==> config.mk <==
export PLATFORM = sky130hd
export DESIGN_NAME = alu_result_stage
export DESIGN_NICKNAME = d
export VERILOG_FILES = /design/src/rtl/alu_result_stage.sv
export SDC_FILE = /design/constraint.sdc
export NUM_CORES = 1
export LEC_CHECK = 0
export ABC_CLOCK_PERIOD_IN_PS = 3900
export CAP_MARGIN = 20
export CORE_MARGIN = 5
export CORE_UTILIZATION = 35
export DETAILED_ROUTE_END_ITERATION = 6
export PLACE_DENSITY = 0.58
export SLEW_MARGIN = 20
export SYNTH_ARGS = -nofsm -noshare
export SYNTH_HDL_FRONTEND = slang
export SYNTH_SLANG_ARGS = --single-unit
export TNS_END_PERCENT = 100
==> constraint.sdc <==
create_clock -name clk -period 3.9 [get_ports clk]
set_input_delay 0.78 -clock clk [delete_from_list [all_inputs] [get_ports clk]]
set_output_delay 0.78 -clock clk [all_outputs]
set_load 0.01 [all_outputs]
==> src/rtl/alu_result_stage.sv <==
// alu_result_stage: two-entry skid buffer between the ALU and writeback.
// Captures each ALU result with its destination tag, derives zero/negative
// flags at capture time and passes carry/overflow through. Outputs come
// straight from the head entry register; the head is kept cleared while
// the buffer is empty so out_* read as zero with no extra masking.
module alu_result_stage #(
  parameter int WIDTH   = 32,
  parameter int RD_BITS = 5
) (
  input  logic               clk,
  input  logic               rst_n,
  input  logic               flush,
  input  logic               in_valid,
  output logic               in_ready,
  input  logic [WIDTH-1:0]   in_result,
  input  logic               in_carry,
  input  logic               in_ovf,
  input  logic [RD_BITS-1:0] in_rd,
  input  logic               in_we,
  output logic               out_valid,
  input  logic               out_ready,
  output logic [WIDTH-1:0]   out_result,
  output logic [RD_BITS-1:0] out_rd,
  output logic               out_we,
  output logic               out_zero,
  output logic               out_neg,
  output logic               out_carry,
  output logic               out_ovf
);

  typedef struct packed {
    logic [WIDTH-1:0]   result;
    logic [RD_BITS-1:0] rd;
    logic               we;
    logic               zero;
    logic               neg;
    logic               carry;
    logic               ovf;
  } entry_t;

  localparam entry_t EMPTY_ENTRY = {$bits(entry_t){1'b0}};

  // Build a buffer entry from the raw ALU outputs, deriving the flags.
  function automatic entry_t make_entry(
    input logic [WIDTH-1:0]   result,
    input logic [RD_BITS-1:0] rd,
    input logic               we,
    input logic               carry,
    input logic               ovf
  );
    entry_t e;
    e.result = result;
    e.rd     = rd;
    e.we     = we;
    e.zero   = (result == {WIDTH{1'b0}});
    e.neg    = result[WIDTH-1];
    e.carry  = carry;
    e.ovf    = ovf;
    return e;
  endfunction

  entry_t     head_q, head_d;
  entry_t     tail_q, tail_d;
  logic [1:0] count_q, count_d;
  logic       not_full_s;
  logic       push_s;
  logic       pop_s;
  entry_t     new_entry_s;

  // Handshake terms come only from registered count, never from out_ready.
  // rst_n gates only the visible ready; the flops are already held in reset.
  always_comb begin
    not_full_s  = (count_q != 2'd2);
    in_ready    = rst_n & not_full_s;
    out_valid   = (count_q != 2'd0);
    push_s      = in_valid & not_full_s;
    pop_s       = out_valid & out_ready;
    new_entry_s = make_entry(in_result, in_rd, in_we, in_carry, in_ovf);
  end

  // Next-state for count and both entries; flush overrides push and pop.
  always_comb begin
    count_d = count_q;
    head_d  = head_q;
    tail_d  = tail_q;
    if (flush) begin
      count_d = 2'd0;
      head_d  = EMPTY_ENTRY;
      tail_d  = EMPTY_ENTRY;
    end else begin
      case ({push_s, pop_s})
        2'b10: begin
          case (count_q)
            2'd0: begin
              head_d  = new_entry_s;
              count_d = 2'd1;
            end
            2'd1: begin
              tail_d  = new_entry_s;
              count_d = 2'd2;
            end
            default: begin
              count_d = count_q;
            end
          endcase
        end
        2'b01: begin
          case (count_q)
            2'd1: begin
              head_d  = EMPTY_ENTRY;
              count_d = 2'd0;
            end
            2'd2: begin
              head_d  = tail_q;
              tail_d  = EMPTY_ENTRY;
              count_d = 2'd1;
            end
            default: begin
              count_d = count_q;
            end
          endcase
        end
        2'b11: begin
          // Only reachable at count 1: the new entry replaces the popped head.
          case (count_q)
            2'd1: begin
              head_d  = new_entry_s;
              count_d = 2'd1;
            end
            default: begin
              count_d = count_q;
            end
          endcase
        end
        default: begin
          count_d = count_q;
        end
      endcase
    end
  end

  // State registers; asynchronous reset empties the buffer immediately.
  always_ff @(posedge clk or negedge rst_n) begin
    if (!rst_n) begin
      count_q <= 2'd0;
      head_q  <= EMPTY_ENTRY;
      tail_q  <= EMPTY_ENTRY;
    end else begin
      count_q <= count_d;
      head_q  <= head_d;
      tail_q  <= tail_d;
    end
  end

  // Present the head entry register directly toward writeback.
  always_comb begin
    out_result = head_q.result;
    out_rd     = head_q.rd;
    out_we     = head_q.we;
    out_zero   = head_q.zero;
    out_neg    = head_q.neg;
    out_carry  = head_q.carry;
    out_ovf    = head_q.ovf;
  end

endmodule

==> metrics.md <==
| Metric | Value |
|---|---|
| Outcome | `completed` |
| Avg Inst Size Synth | `11.5 um2` |
| FP Rows | `37` |
| Path category of the worst min-delay check | `in2async` |
| Commonest cells after routing, fill and taps aside | `87 x clkdlybuf4s50_1, 84 x dfrtp_1, 38 x a22oi_1` |
| Post-Synth Simple-Gate Area | `0.0895` |
| Worst Path Max Fanout | `24` |
| Drt wl/cell | `18.8 um` |
| Starting Density | `0.355` |
| Startpoint class of the critical path | `input port` |
| Adder-cell share of the synthesized area | `0` |
| Clock root cell | `clkbuf_8` |
| Setup crit end kind | `register` |
| Placed instance count | `516` |
| EDFF count, synth | `0` |
| Max_cap viols | `0` |
| Initial DRT Pass Iterations | `4` |
| Final setup viols | `0` |
| Slowest-stage cell, CP | `clkdlybuf4s50_1` |
| Slew margin rel. | `0.312` |
| First-pass GRT wire length | `16.7 mm` |
| Htree depth | `3` |
| IO buf count | `88` |
| Count of cell types in the netlist | `39` |
| Delay-heaviest family, CP | `compound AO/OA/AOI/OAI gates` |
| Core Region | `10200 um2` |
| Power per cell area | `400 nW/um2` |
| Yosys top cell by area | `dfrtp_1` |
| Unrepaired setup endpoints after global routing | `no` |
| Tcrit/Tclk final | `0.722` |
| CP arrival | `3060 ps` |
| Final #Nets | `436` |
| Most common cell after layout, fill and taps aside | `clkdlybuf4s50_1` |
| Fin. Hold Viols | `0` |
| Post_cts resized | `0` |
| Share of layout cells above drive strength 1 | `0.0783` |
| Synth-to-Final Area Change | `31.4%` |
| LEAKAGE | `2.01 nW` |
| Overall power | `1.91 mW` |
| Max-slew violation count | `0` |
| Setup Crit Path Kind | `in2reg` |
| Overall Global Routing Usage | `0.165` |
| Initial antenna violation count | `0` |
| Worst path buffer plus inverter count | `1` |
| Post-synthesis compound-gate area fraction | `0.281` |
| Cells along the critical path | `clkdlybuf4s50_1, mux2i_1, o21ai_0, nand2_1, o2bb2ai_1` |
| Total negative slack | `0 ps` |
| Synth Cell Area | `3640 um2` |
| XOR/XNOR Fraction of Synth Area | `0` |
| Die Y | `112 um` |
| FF-to-FF Start | `count_q[0]` |
| Ports | `89` |
| Reg2Reg Setup Slack | `1680 ps` |
| Worst-path clk slew | `90 ps` |
| RR Endpoint | `out_result[24]` |
| GP Congestion | `0.836` |
| Share of the yosys chip area belonging to registers | `0.578` |
| Clk_skew | `8.14 ps` |
| Post-CTS Setup Bufs | `0` |
| Mux share of post-synthesis cell area | `0.00275` |
| Least-Margin Pin Slew | `1030 ps` |
| CTS tree | `yes` |
| DRC viols | `0` |
| Clk_lat worst skew | `350 ps` |
| Ant. Diodes | `0` |
| Initial drt markers | `158` |
| Peak supply drop | `0.000214 V` |
| Synth top area cells | `dfrtp_1 58%, a22oi_1 7.8%, a22o_1 6.7%` |
| Grt ovf | `0` |
| Asr flop ratio synth | `1.00` |
| Synth Net Count | `360` |
| CTS Buf Count | `9` |
| Largest family of logic cells by synthesized area | `compound AO/OA/AOI/OAI gates` |
| Die area | `12500 um2` |
| Crit path largest cell delay | `670 ps` |
| CTS sink count | `84` |
| Yosys top cell area share | `0.578` |
| Non-Filler Instances | `532` |
| WP data required | `4150 ps` |
| Post-cts hold buffer count | `0` |
| Post-DRT Antenna Nets | `0` |
| Via count | `2891` |
| Vias in the first global route | `3092` |
| Crit path depth | `5` |
| Top_reg_cell synth | `dfrtp_1` |
| Pin count of the biggest net entering global routing | `64` |
| Min Tclk post-route | `2810 ps` |
| Fmax | `355 MHz` |
| Yosys Warn Count | `0` |
| Routed vias/inst | `5.43` |
| DP HPWL | `6.61 mm` |
| R2R depth | `4` |
| Routed wire length | `10.0 mm` |
| Number of synthesized register bits | `84` |
| Mapped Cells | `315` |
| Maximum clock path buffer count | `2` |
| Die Width | `112 um` |
## how the worst max path moves through the flow
stage              start             end
3_3_place_gp   out_ready      tail_q[17]
5_1_grt        out_ready   out_result[7]
3_5_place_dp   out_ready  out_result[26]
4_1_cts        out_ready   out_result[1]
6_report       out_ready  out_result[24]
2_1_floorplan  out_ready      tail_q[28]
## power breakdown
| group | internal [mW] | switching [mW] | leakage [nW] |
|---|---|---|---|
| Sequential | 0.921 | 0.0326 | 1.13 |
| Combinational | 0.161 | 0.166 | 0.788 |
| Clock | 0.299 | 0.332 | 0.0958 |
## synthesized netlist by cell type, types with 2 or more instances
| master | n |
|---|---|
| dfrtp_1 | 84 |
| a22oi_1 | 38 |
| a22o_1 | 28 |
| a21oi_1 | 26 |
| o2bb2ai_1 | 24 |
| nor2_1 | 19 |
| buf_2 | 16 |
| nand2_1 | 14 |
| nand3_1 | 10 |
| nor4_1 | 9 |
| clkbuf_1 | 6 |
| buf_6 | 4 |
| o21ai_0 | 4 |
| inv_1 | 3 |
| a32o_1 | 2 |
| a32oi_1 | 2 |
| and2b_1 | 2 |
| buf_4 | 2 |
| nand4_1 | 2 |
## through the flow
step	hold slack, ps	cell area [um2]	setup WS [ps]	util
6_report	307	4780	1090	0.467
5_1_grt	317	4780	900	0.467
4_1_cts	311	4770	1160	0.466
3_5_place_dp	473	4570	780	0.447
3_3_place_gp	475	4570	864	0.447
2_1_floorplan	466	3640	1930	-
## flip-flops by register name, summed over array words and instances, names as in the netlist
| signal | flops |
|---|---|
| count_q | 2 |
| out_carry | 1 |
| out_ovf | 1 |
| out_rd | 5 |
| out_result | 32 |
| out_we | 1 |
| out_zero | 1 |
| tail_q | 41 |
## area by class of cell
type	instances	area, um2
Clock inverter	7	76.3
Timing Repair Buffer	94	923
Tap cell	136	170
Multi-Input combinational cell	199	1370
Fill cell	941	5450
Clock buffer	9	124
Inverter	3	11.3
Sequential cell	84	2100
## layer usage
| metal | wire [um] | track usage | vias up |
|---|---|---|---|
| li1 | - | - | 1356 |
| met1 | 4960 | 0.243 | 1453 |
| met2 | 4450 | 0.242 | 73 |
| met3 | 488 | 0.0386 | 9 |
| met4 | 99 | 0.0462 | 0 |
| met5 | 0 | 0 | - |
## cells by family after synthesis
group                  Yosys count
muxes                            1
AOI/OAI and AO/OA              133
and+or+nand+nor                 65
buffers and inverters           32
DFF                             84
Power figures use the tool's default switching activity.
